==> config.mk <==
export PLATFORM = sky130hd
export DESIGN_NAME = id_ctrl_stage
export DESIGN_NICKNAME = d
export VERILOG_FILES = /design/src/rtl/id_ctrl_stage_pkg.sv /design/src/rtl/id_ctrl_stage_hilo_busy_ctr.sv /design/src/rtl/id_ctrl_stage.sv
export SDC_FILE = /design/constraint.sdc
export NUM_CORES = 1
export LEC_CHECK = 0
export BUFFER_PORTS_ARGS = -buffer_cell sky130_fd_sc_hd__buf_2
export CELL_PAD_IN_SITES_DETAIL_PLACEMENT = 1
export CELL_PAD_IN_SITES_GLOBAL_PLACEMENT = 1
export CORE_ASPECT_RATIO = 2
export CORE_UTILIZATION = 42
export DETAILED_ROUTE_END_ITERATION = 6
export GPL_ROUTABILITY_DRIVEN = 0
export PLACE_DENSITY = 0.92
export SYNTH_ARGS = -nofsm -noshare
export SYNTH_HDL_FRONTEND = slang
export SYNTH_SLANG_ARGS = --single-unit
==> constraint.sdc <==
create_clock -name clk -period 5.54 [get_ports clk]
set_input_delay 0.831 -clock clk [delete_from_list [all_inputs] [get_ports clk]]
set_output_delay 0.831 -clock clk [all_outputs]
set_load 0.01 [all_outputs]
==> src/rtl/id_ctrl_stage_pkg.sv <==
// rtl/id_ctrl_stage_pkg.sv - opcode/funct constants, ALU op codes and control bundle type
package id_ctrl_stage_pkg;

    localparam logic [5:0] OP_SPECIAL = 6'b000000;
    localparam logic [5:0] OP_J       = 6'b000010;
    localparam logic [5:0] OP_BEQ     = 6'b000100;
    localparam logic [5:0] OP_ADDI    = 6'b001000;
    localparam logic [5:0] OP_ADDIU   = 6'b001001;
    localparam logic [5:0] OP_SLTI    = 6'b001010;
    localparam logic [5:0] OP_SLTIU   = 6'b001011;
    localparam logic [5:0] OP_ANDI    = 6'b001100;
    localparam logic [5:0] OP_ORI     = 6'b001101;
    localparam logic [5:0] OP_XORI    = 6'b001110;
    localparam logic [5:0] OP_LUI     = 6'b001111;
    localparam logic [5:0] OP_LW      = 6'b100011;
    localparam logic [5:0] OP_SW      = 6'b101011;

    localparam logic [5:0] FN_SLL   = 6'b000000;
    localparam logic [5:0] FN_SRL   = 6'b000010;
    localparam logic [5:0] FN_SRA   = 6'b000011;
    localparam logic [5:0] FN_SLLV  = 6'b000100;
    localparam logic [5:0] FN_SRLV  = 6'b000110;
    localparam logic [5:0] FN_SRAV  = 6'b000111;
    localparam logic [5:0] FN_MFHI  = 6'b010000;
    localparam logic [5:0] FN_MTHI  = 6'b010001;
    localparam logic [5:0] FN_MFLO  = 6'b010010;
    localparam logic [5:0] FN_MTLO  = 6'b010011;
    localparam logic [5:0] FN_MULT  = 6'b011000;
    localparam logic [5:0] FN_MULTU = 6'b011001;
    localparam logic [5:0] FN_DIV   = 6'b011010;
    localparam logic [5:0] FN_DIVU  = 6'b011011;
    localparam logic [5:0] FN_ADD   = 6'b100000;
    localparam logic [5:0] FN_ADDU  = 6'b100001;
    localparam logic [5:0] FN_SUB   = 6'b100010;
    localparam logic [5:0] FN_SUBU  = 6'b100011;
    localparam logic [5:0] FN_AND   = 6'b100100;
    localparam logic [5:0] FN_OR    = 6'b100101;
    localparam logic [5:0] FN_XOR   = 6'b100110;
    localparam logic [5:0] FN_NOR   = 6'b100111;
    localparam logic [5:0] FN_SLT   = 6'b101010;
    localparam logic [5:0] FN_SLTU  = 6'b101011;

    localparam logic [7:0] EXE_NOP_OP   = 8'h00;
    localparam logic [7:0] EXE_SRL_OP   = 8'h02;
    localparam logic [7:0] EXE_SRA_OP   = 8'h03;
    localparam logic [7:0] EXE_SLLV_OP  = 8'h04;
    localparam logic [7:0] EXE_SRLV_OP  = 8'h06;
    localparam logic [7:0] EXE_SRAV_OP  = 8'h07;
    localparam logic [7:0] EXE_MFHI_OP  = 8'h10;
    localparam logic [7:0] EXE_MTHI_OP  = 8'h11;
    localparam logic [7:0] EXE_MFLO_OP  = 8'h12;
    localparam logic [7:0] EXE_MTLO_OP  = 8'h13;
    localparam logic [7:0] EXE_MULT_OP  = 8'h18;
    localparam logic [7:0] EXE_MULTU_OP = 8'h19;
    localparam logic [7:0] EXE_DIV_OP   = 8'h1A;
    localparam logic [7:0] EXE_DIVU_OP  = 8'h1B;
    localparam logic [7:0] EXE_ADD_OP   = 8'h20;
    localparam logic [7:0] EXE_ADDU_OP  = 8'h21;
    localparam logic [7:0] EXE_SUB_OP   = 8'h22;
    localparam logic [7:0] EXE_SUBU_OP  = 8'h23;
    localparam logic [7:0] EXE_AND_OP   = 8'h24;
    localparam logic [7:0] EXE_OR_OP    = 8'h25;
    localparam logic [7:0] EXE_XOR_OP   = 8'h26;
    localparam logic [7:0] EXE_NOR_OP   = 8'h27;
    localparam logic [7:0] EXE_SLT_OP   = 8'h2A;
    localparam logic [7:0] EXE_SLTU_OP  = 8'h2B;
    localparam logic [7:0] EXE_J_OP     = 8'h4F;
    localparam logic [7:0] EXE_BEQ_OP   = 8'h51;
    localparam logic [7:0] EXE_ADDI_OP  = 8'h55;
    localparam logic [7:0] EXE_ADDIU_OP = 8'h56;
    localparam logic [7:0] EXE_SLTI_OP  = 8'h57;
    localparam logic [7:0] EXE_SLTIU_OP = 8'h58;
    localparam logic [7:0] EXE_ANDI_OP  = 8'h59;
    localparam logic [7:0] EXE_ORI_OP   = 8'h5A;
    localparam logic [7:0] EXE_XORI_OP  = 8'h5B;
    localparam logic [7:0] EXE_LUI_OP   = 8'h5C;
    localparam logic [7:0] EXE_SLL_OP   = 8'h7C;
    localparam logic [7:0] EXE_LW_OP    = 8'hE3;
    localparam logic [7:0] EXE_SW_OP    = 8'hEB;

    typedef struct packed {
        logic regwrite;
        logic regdst;
        logic alusrc;
        logic branch;
        logic memwrite;
        logic memtoreg;
        logic jump;
        logic sign_extd;
        logic write_hilo;
        logic ri;
    } ctrl_t;

    function automatic logic is_hilo_class(input logic [5:0] op, input logic [5:0] funct);
        return (op == OP_SPECIAL) &&
               (funct inside {FN_MULT, FN_MULTU, FN_DIV, FN_DIVU,
                              FN_MTHI, FN_MTLO, FN_MFHI, FN_MFLO});
    endfunction

    function automatic logic is_div(input logic [5:0] op, input logic [5:0] funct);
        return (op == OP_SPECIAL) && (funct inside {FN_DIV, FN_DIVU});
    endfunction

endpackage

==> src/rtl/id_ctrl_stage_hilo_busy_ctr.sv <==
// rtl/id_ctrl_stage_hilo_busy_ctr.sv - free-running divider occupancy counter
module hilo_busy_ctr #(
    parameter int DIV_CYCLES = 32
) (
    input  logic clk,
    input  logic rst,
    input  logic load,
    output logic busy
);
    localparam int CW = $clog2(DIV_CYCLES + 1);

    logic [CW-1:0] count;

    // Keeps counting through pipeline stalls: the divider itself never stalls.
    always_ff @(posedge clk or posedge rst) begin
        if (rst) begin
            count <= '0;
        end else if (load) begin
            count <= CW'(DIV_CYCLES);
        end else if (count != '0) begin
            count <= count - 1'b1;
        end
    end

    assign busy = (count != '0);

endmodule

==> src/rtl/id_ctrl_stage.sv <==
// rtl/id_ctrl_stage.sv - main decoder with ID/EX control register and HILO interlock
module id_ctrl_stage
    import id_ctrl_stage_pkg::*;
#(
    parameter int ALUOP_W    = 8,
    parameter int DIV_CYCLES = 32
) (
    input  logic               clk,
    input  logic               rst,
    input  logic               id_valid,
    input  logic [5:0]         op,
    input  logic [5:0]         funct,
    input  logic               stall_i,
    input  logic               flush_i,
    output logic               stall_req,
    output logic               div_busy,
    output logic               ex_valid,
    output logic               ex_ri,
    output logic               ex_regwrite,
    output logic               ex_regdst,
    output logic               ex_alusrc,
    output logic               ex_branch,
    output logic               ex_memwrite,
    output logic               ex_memtoreg,
    output logic               ex_jump,
    output logic               ex_sign_extd,
    output logic               ex_write_hilo,
    output logic [ALUOP_W-1:0] ex_aluop
);
    ctrl_t      ctrl_d;
    logic [7:0] aluop_d;
    logic       r_known;
    logic       r_hilo;

    always_comb begin
        ctrl_d  = '0;
        aluop_d = EXE_NOP_OP;
        r_known = 1'b1;
        r_hilo  = 1'b0;
        case (op)
            OP_SPECIAL: begin
                case (funct)
                    FN_ADD:   aluop_d = EXE_ADD_OP;
                    FN_ADDU:  aluop_d = EXE_ADDU_OP;
                    FN_SUB:   aluop_d = EXE_SUB_OP;
                    FN_SUBU:  aluop_d = EXE_SUBU_OP;
                    FN_AND:   aluop_d = EXE_AND_OP;
                    FN_OR:    aluop_d = EXE_OR_OP;
                    FN_XOR:   aluop_d = EXE_XOR_OP;
                    FN_NOR:   aluop_d = EXE_NOR_OP;
                    FN_SLT:   aluop_d = EXE_SLT_OP;
                    FN_SLTU:  aluop_d = EXE_SLTU_OP;
                    FN_SLL:   aluop_d = EXE_SLL_OP;
                    FN_SRL:   aluop_d = EXE_SRL_OP;
                    FN_SRA:   aluop_d = EXE_SRA_OP;
                    FN_SLLV:  aluop_d = EXE_SLLV_OP;
                    FN_SRLV:  aluop_d = EXE_SRLV_OP;
                    FN_SRAV:  aluop_d = EXE_SRAV_OP;
                    FN_MFHI:  aluop_d = EXE_MFHI_OP;
                    FN_MFLO:  aluop_d = EXE_MFLO_OP;
                    FN_MTHI:  begin aluop_d = EXE_MTHI_OP;  r_hilo = 1'b1; end
                    FN_MTLO:  begin aluop_d = EXE_MTLO_OP;  r_hilo = 1'b1; end
                    FN_MULT:  begin aluop_d = EXE_MULT_OP;  r_hilo = 1'b1; end
                    FN_MULTU: begin aluop_d = EXE_MULTU_OP; r_hilo = 1'b1; end
                    FN_DIV:   begin aluop_d = EXE_DIV_OP;   r_hilo = 1'b1; end
                    FN_DIVU:  begin aluop_d = EXE_DIVU_OP;  r_hilo = 1'b1; end
                    default:  r_known = 1'b0;
                endcase
                if (!r_known) begin
                    ctrl_d.ri = 1'b1;
                end else if (r_hilo) begin
                    ctrl_d.write_hilo = 1'b1;
                end else begin
                    ctrl_d.regwrite = 1'b1;
                    ctrl_d.regdst   = 1'b1;
                end
            end
            OP_LW: begin
                ctrl_d.regwrite  = 1'b1;
                ctrl_d.alusrc    = 1'b1;
                ctrl_d.memtoreg  = 1'b1;
                ctrl_d.sign_extd = 1'b1;
                aluop_d          = EXE_LW_OP;
            end
            OP_SW: begin
                ctrl_d.alusrc    = 1'b1;
                ctrl_d.memwrite  = 1'b1;
                ctrl_d.sign_extd = 1'b1;
                aluop_d          = EXE_SW_OP;
            end
            OP_BEQ: begin
                ctrl_d.branch    = 1'b1;
                ctrl_d.sign_extd = 1'b1;
                aluop_d          = EXE_BEQ_OP;
            end
            OP_J: begin
                ctrl_d.jump      = 1'b1;
                ctrl_d.sign_extd = 1'b1;
                aluop_d          = EXE_J_OP;
            end
            OP_ANDI, OP_ORI, OP_XORI, OP_LUI: begin
                ctrl_d.regwrite = 1'b1;
                ctrl_d.alusrc   = 1'b1;
                case (op)
                    OP_ANDI: aluop_d = EXE_ANDI_OP;
                    OP_ORI:  aluop_d = EXE_ORI_OP;
                    OP_XORI: aluop_d = EXE_XORI_OP;
                    default: aluop_d = EXE_LUI_OP;
                endcase
            end
            OP_ADDI, OP_ADDIU, OP_SLTI, OP_SLTIU: begin
                ctrl_d.regwrite  = 1'b1;
                ctrl_d.alusrc    = 1'b1;
                ctrl_d.sign_extd = 1'b1;
                case (op)
                    OP_ADDI:  aluop_d = EXE_ADDI_OP;
                    OP_ADDIU: aluop_d = EXE_ADDIU_OP;
                    OP_SLTI:  aluop_d = EXE_SLTI_OP;
                    default:  aluop_d = EXE_SLTIU_OP;
                endcase
            end
            default: ctrl_d.ri = 1'b1;
        endcase
    end

    logic  load_ex;
    logic  div_load;
    ctrl_t ex_ctrl;

    assign stall_req = id_valid & div_busy & is_hilo_class(op, funct);
    assign load_ex   = id_valid & ~flush_i & ~stall_req;
    // A flushed or interlocked DIV never reaches EX, so it never starts the count.
    assign div_load  = ~stall_i & load_ex & is_div(op, funct);

    always_ff @(posedge clk or posedge rst) begin
        if (rst) begin
            ex_valid <= 1'b0;
            ex_ctrl  <= '0;
            ex_aluop <= '0;
        end else if (stall_i) begin
            ex_valid <= ex_valid;
        end else if (load_ex) begin
            ex_valid <= 1'b1;
            ex_ctrl  <= ctrl_d;
            ex_aluop <= ALUOP_W'(aluop_d);
        end else begin
            ex_valid <= 1'b0;
            ex_ctrl  <= '0;
            ex_aluop <= '0;
        end
    end

    hilo_busy_ctr #(
        .DIV_CYCLES (DIV_CYCLES)
    ) u_hilo_busy_ctr (
        .clk  (clk),
        .rst  (rst),
        .load (div_load),
        .busy (div_busy)
    );

    assign ex_regwrite   = ex_ctrl.regwrite;
    assign ex_regdst     = ex_ctrl.regdst;
    assign ex_alusrc     = ex_ctrl.alusrc;
    assign ex_branch     = ex_ctrl.branch;
    assign ex_memwrite   = ex_ctrl.memwrite;
    assign ex_memtoreg   = ex_ctrl.memtoreg;
    assign ex_jump       = ex_ctrl.jump;
    assign ex_sign_extd  = ex_ctrl.sign_extd;
    assign ex_write_hilo = ex_ctrl.write_hilo;
    assign ex_ri         = ex_ctrl.ri;

endmodule
==> results.json <==
{
  "drive_gt1_share_pct": 27.5,
  "start_kind": "input port",
  "fin_setup_tns_ns": 0,
  "p_sw_uw": 163,
  "cap_violations": 0,
  "crit_slowest_cell": "nor4_4",
  "antenna_found_initial": 0,
  "wl_met1_um": 1600,
  "clock_sinks": 25,
  "power.combinational.fraction_pct": 31.5,
  "synth_area_um2": 1590,
  "rsz0062_at_grt": "no",
  "skew_ns": 0.0101,
  "hpwl_um": 3520,
  "critical_path.top_delay_family": "simple AND/OR/NAND/NOR gates",
  "hold_viol": 0,
  "port-buffer-count": 37,
  "wl_met3_um": 97,
  "largest_reg_flops": 8,
  "cts_tree": "yes",
  "ioPinCount": 38,
  "die_area_um2": 4050,
  "critPathKind": "in2out",
  "diodes": 0,
  "clockPowerShare_pct": 21.3,
  "synth_top_area_share_pct": 39.4,
  "post_cts_buffers": 0,
  "setup_ws_ns": 2.67,
  "drtAntennaViolNets": 0,
  "maxSlewHeadroom_pct": 40.0,
  "ys_seq_area_share_pct": 39.4,
  "worst-path-buf-inv": 2,
  "h-tree-depth": 1,
  "regMostFlops": "ex_aluop",
  "path_clk_slew_ns": 0.07,
  "leakagePower_uw": 0.000863,
  "firstDrtPassIters": 4,
  "ys_ff_latch": 25,
  "crit_chain": "buf_2, nor4_4, nand4_2, nor3_2, buf_2",
  "routedWlPerCell_um": 17.1,
  "layout.nets": 230,
  "core_region_area_um2": 3610,
  "cp_common_cell": "buf_2",
  "worstPathRequired_ns": 4.71,
  "min_from": "ex_alusrc",
  "p_per_area_nw_per_um2": 268,
  "syn-instance-count": 183,
  "period_needed_ns": 2.87,
  "grt.total_usage_pct": 24.3,
  "ir_drop_uv": 137,
  "endpoint_kind": "output pin",
  "grt_max_degree": 26,
  "critical_path_arrival_ns": 2.04,
  "numCtsBuffers": 3,
  "layout_worst_path_cycle_share_pct": 51.9,
  "grt_pass1_wl_um": 7130,
  "grt_pass1_vias": 1549,
  "synth_area_leaders": "dfrtp_1 (39%), nand2_1 (5.4%), o21ai_0 (4.1%), nor2_1 (3.3%), a21oi_1 (3.2%)",
  "die_h_um": 89.0,
  "drt_iter0_markers": 27,
  "p_sw_share_pct": 33.2,
  "crit_fanout": 12,
  "via_per_inst": 5.83,
  "internal-power_uw": 327,
  "hold_buffers": 0,
  "routed_wl_um": 4460,
  "start_util_pct": 44.0,
  "cts_resized": 0,
  "grt_remaining_overflow": 0,
  "largest_registers": "ex_aluop x8, u_hilo_busy_ctr.count x6",
  "setup_viol": 0,
  "synth_area_per_cell_um2": 8.68,
  "worstSkewPairLatency_ns": 0.27,
  "synthDistinctLibCells": 48,
  "tightestPinTransition_ns": 0.900,
  "syn-num-nets": 201,
  "rows": 31,
  "synth_area_leader_cell": "dfrtp_1",
  "vias": 1515,
  "place_area_um2": 1780,
  "max_freq_mhz": 348,
  "pwr-share-seq_pct": 47.2,
  "pre_cts_ws_ns": 2.66,
  "top_layer": "met4",
  "r2r_start": "u_hilo_busy_ctr.count[2]",
  "cts_root_buffer": "clkbuf_8",
  "route.detailed.drc": 0,
  "dieWidth_um": 45.5,
  "fin_area_um2": 1830,
  "ys_warn_count": 0,
  "cp-startpoint": "op[2]",
  "outcome": "completed",
  "drv_slew": 0,
  "dr_wl_met2_um": 2570,
  "syn_to_final_growth_pct": 15.2,
  "clock_path_buffers": 2,
  "hold_class": "reg2reg",
  "cp_slowest_stage_delay_ns": 0.38
}
[Yosys cell counts, drive strengths merged]
| master | count |
|---|---|
| a31oi | 3 |
| and2b | 1 |
| a211oi | 3 |
| a21oi | 10 |
| o211ai | 1 |
| o221a | 1 |
| nor2 | 14 |
| nand4 | 3 |
| a211o | 1 |
| nand3b | 1 |
| xnor2 | 4 |
| o31a | 2 |
| dfrtp | 25 |
| or4 | 1 |
| o22ai | 2 |
| nand3 | 4 |
| o21a | 1 |
| a21o | 3 |
| ha | 1 |
| o31ai | 5 |
| o32ai | 2 |
| nand4b | 2 |
| or3 | 3 |
| o21ai | 13 |
| nand2b | 5 |
| clkbuf | 12 |
| inv | 10 |
| and2 | 1 |
| nor2b | 2 |
| buf | 1 |
| xor2 | 1 |
| nor3 | 7 |
| nor3b | 2 |
| a32oi | 1 |
| and4bb | 1 |
| nor4 | 3 |
| nand2 | 23 |
| a22o | 5 |
| o41ai | 2 |
| a32o | 1 |
[layout by cell type (no fill, tap or decap), drive strengths merged, types with 4 or more instances in the layout]
master | Yosys | routed
nand2 | 23 | 23
o31ai | 5 | 5
nor2 | 14 | 14
dfrtp | 25 | 25
a22o | 5 | 5
xnor2 | 4 | 4
nand3 | 4 | 4
buf | 1 | 37
inv | 10 | 10
nand2b | 5 | 5
o21ai | 13 | 13
clkbuf | 12 | 4
a21oi | 10 | 10
nor3 | 7 | 7
[metrics by stage]
stage               std cells  power, uW  hold slack (ns)  util, %
finish                    260        490            0.479     50.7
global route              260        515            0.516     50.7
CTS                       260        491            0.486     50.7
detailed placement        256        386            0.467     49.5
global placement          256        377            0.461     49.5
floorplan                 183        344            0.461        -
[power by group through the flow]
stage,Clock (uW),Combinational [uW],Sequential (uW)
finish,104,154,231
global route,111,170,234
CTS,106,155,231
detailed placement,0,152,235
global placement,0,143,234
floorplan,0,115,229
[routing by layer]
metal / vias up / global-route usage, %
met5: - / 0
met4: 0 / 15.7
met3: 13 / 1.62
met2: 31 / 44.4
met1: 752 / 24.9
li1: 719 / -
[layout make-up]
type,instances,area (um2)
timing repair buffer,37,185
inverter,10,37.5
tap,49,61.3
sequential,25,626
multi-input combinational,135,875
fill,462,1780
clock buffer,4,45.0
[tightest hold or removal path, stage by stage (launching register included)]
cell,delay [ns]
dfrtp_1,0.34
nand2_1,0.05
o21ai_0,0.06
[kinds of logic (layout without fill, tap and decap cells)]
group	Yosys count	count (layout)	synth area share (%)
flip-flops	25	25	39.4
adder cells (fa/ha/maj)	1	1	0.788
XOR/XNOR	5	5	2.76
AND/OR/NAND/NOR	73	73	26.1
buffers and inverters	23	51	5.52
AO/OA/AOI/OAI	56	56	25.5
[final timing paths]
| kind | to | slack (ns) | depth (start not counted) |
|---|---|---|---|
| setup / recovery | stall_req | 2.67 | 5 |
| min in group asynchronous | u_hilo_busy_ctr.count[1] | 0.75 | 2 |
| hold / removal | ex_alusrc | 0.48 | 2 |
| setup reg to reg | u_hilo_busy_ctr.count[1] | 3.56 | 5 |
| hold reg to reg | ex_alusrc | 0.48 | 2 |
| max in group asynchronous | u_hilo_busy_ctr.count[2] | 4.24 | 2 |
Power figures use the tool's default switching activity.
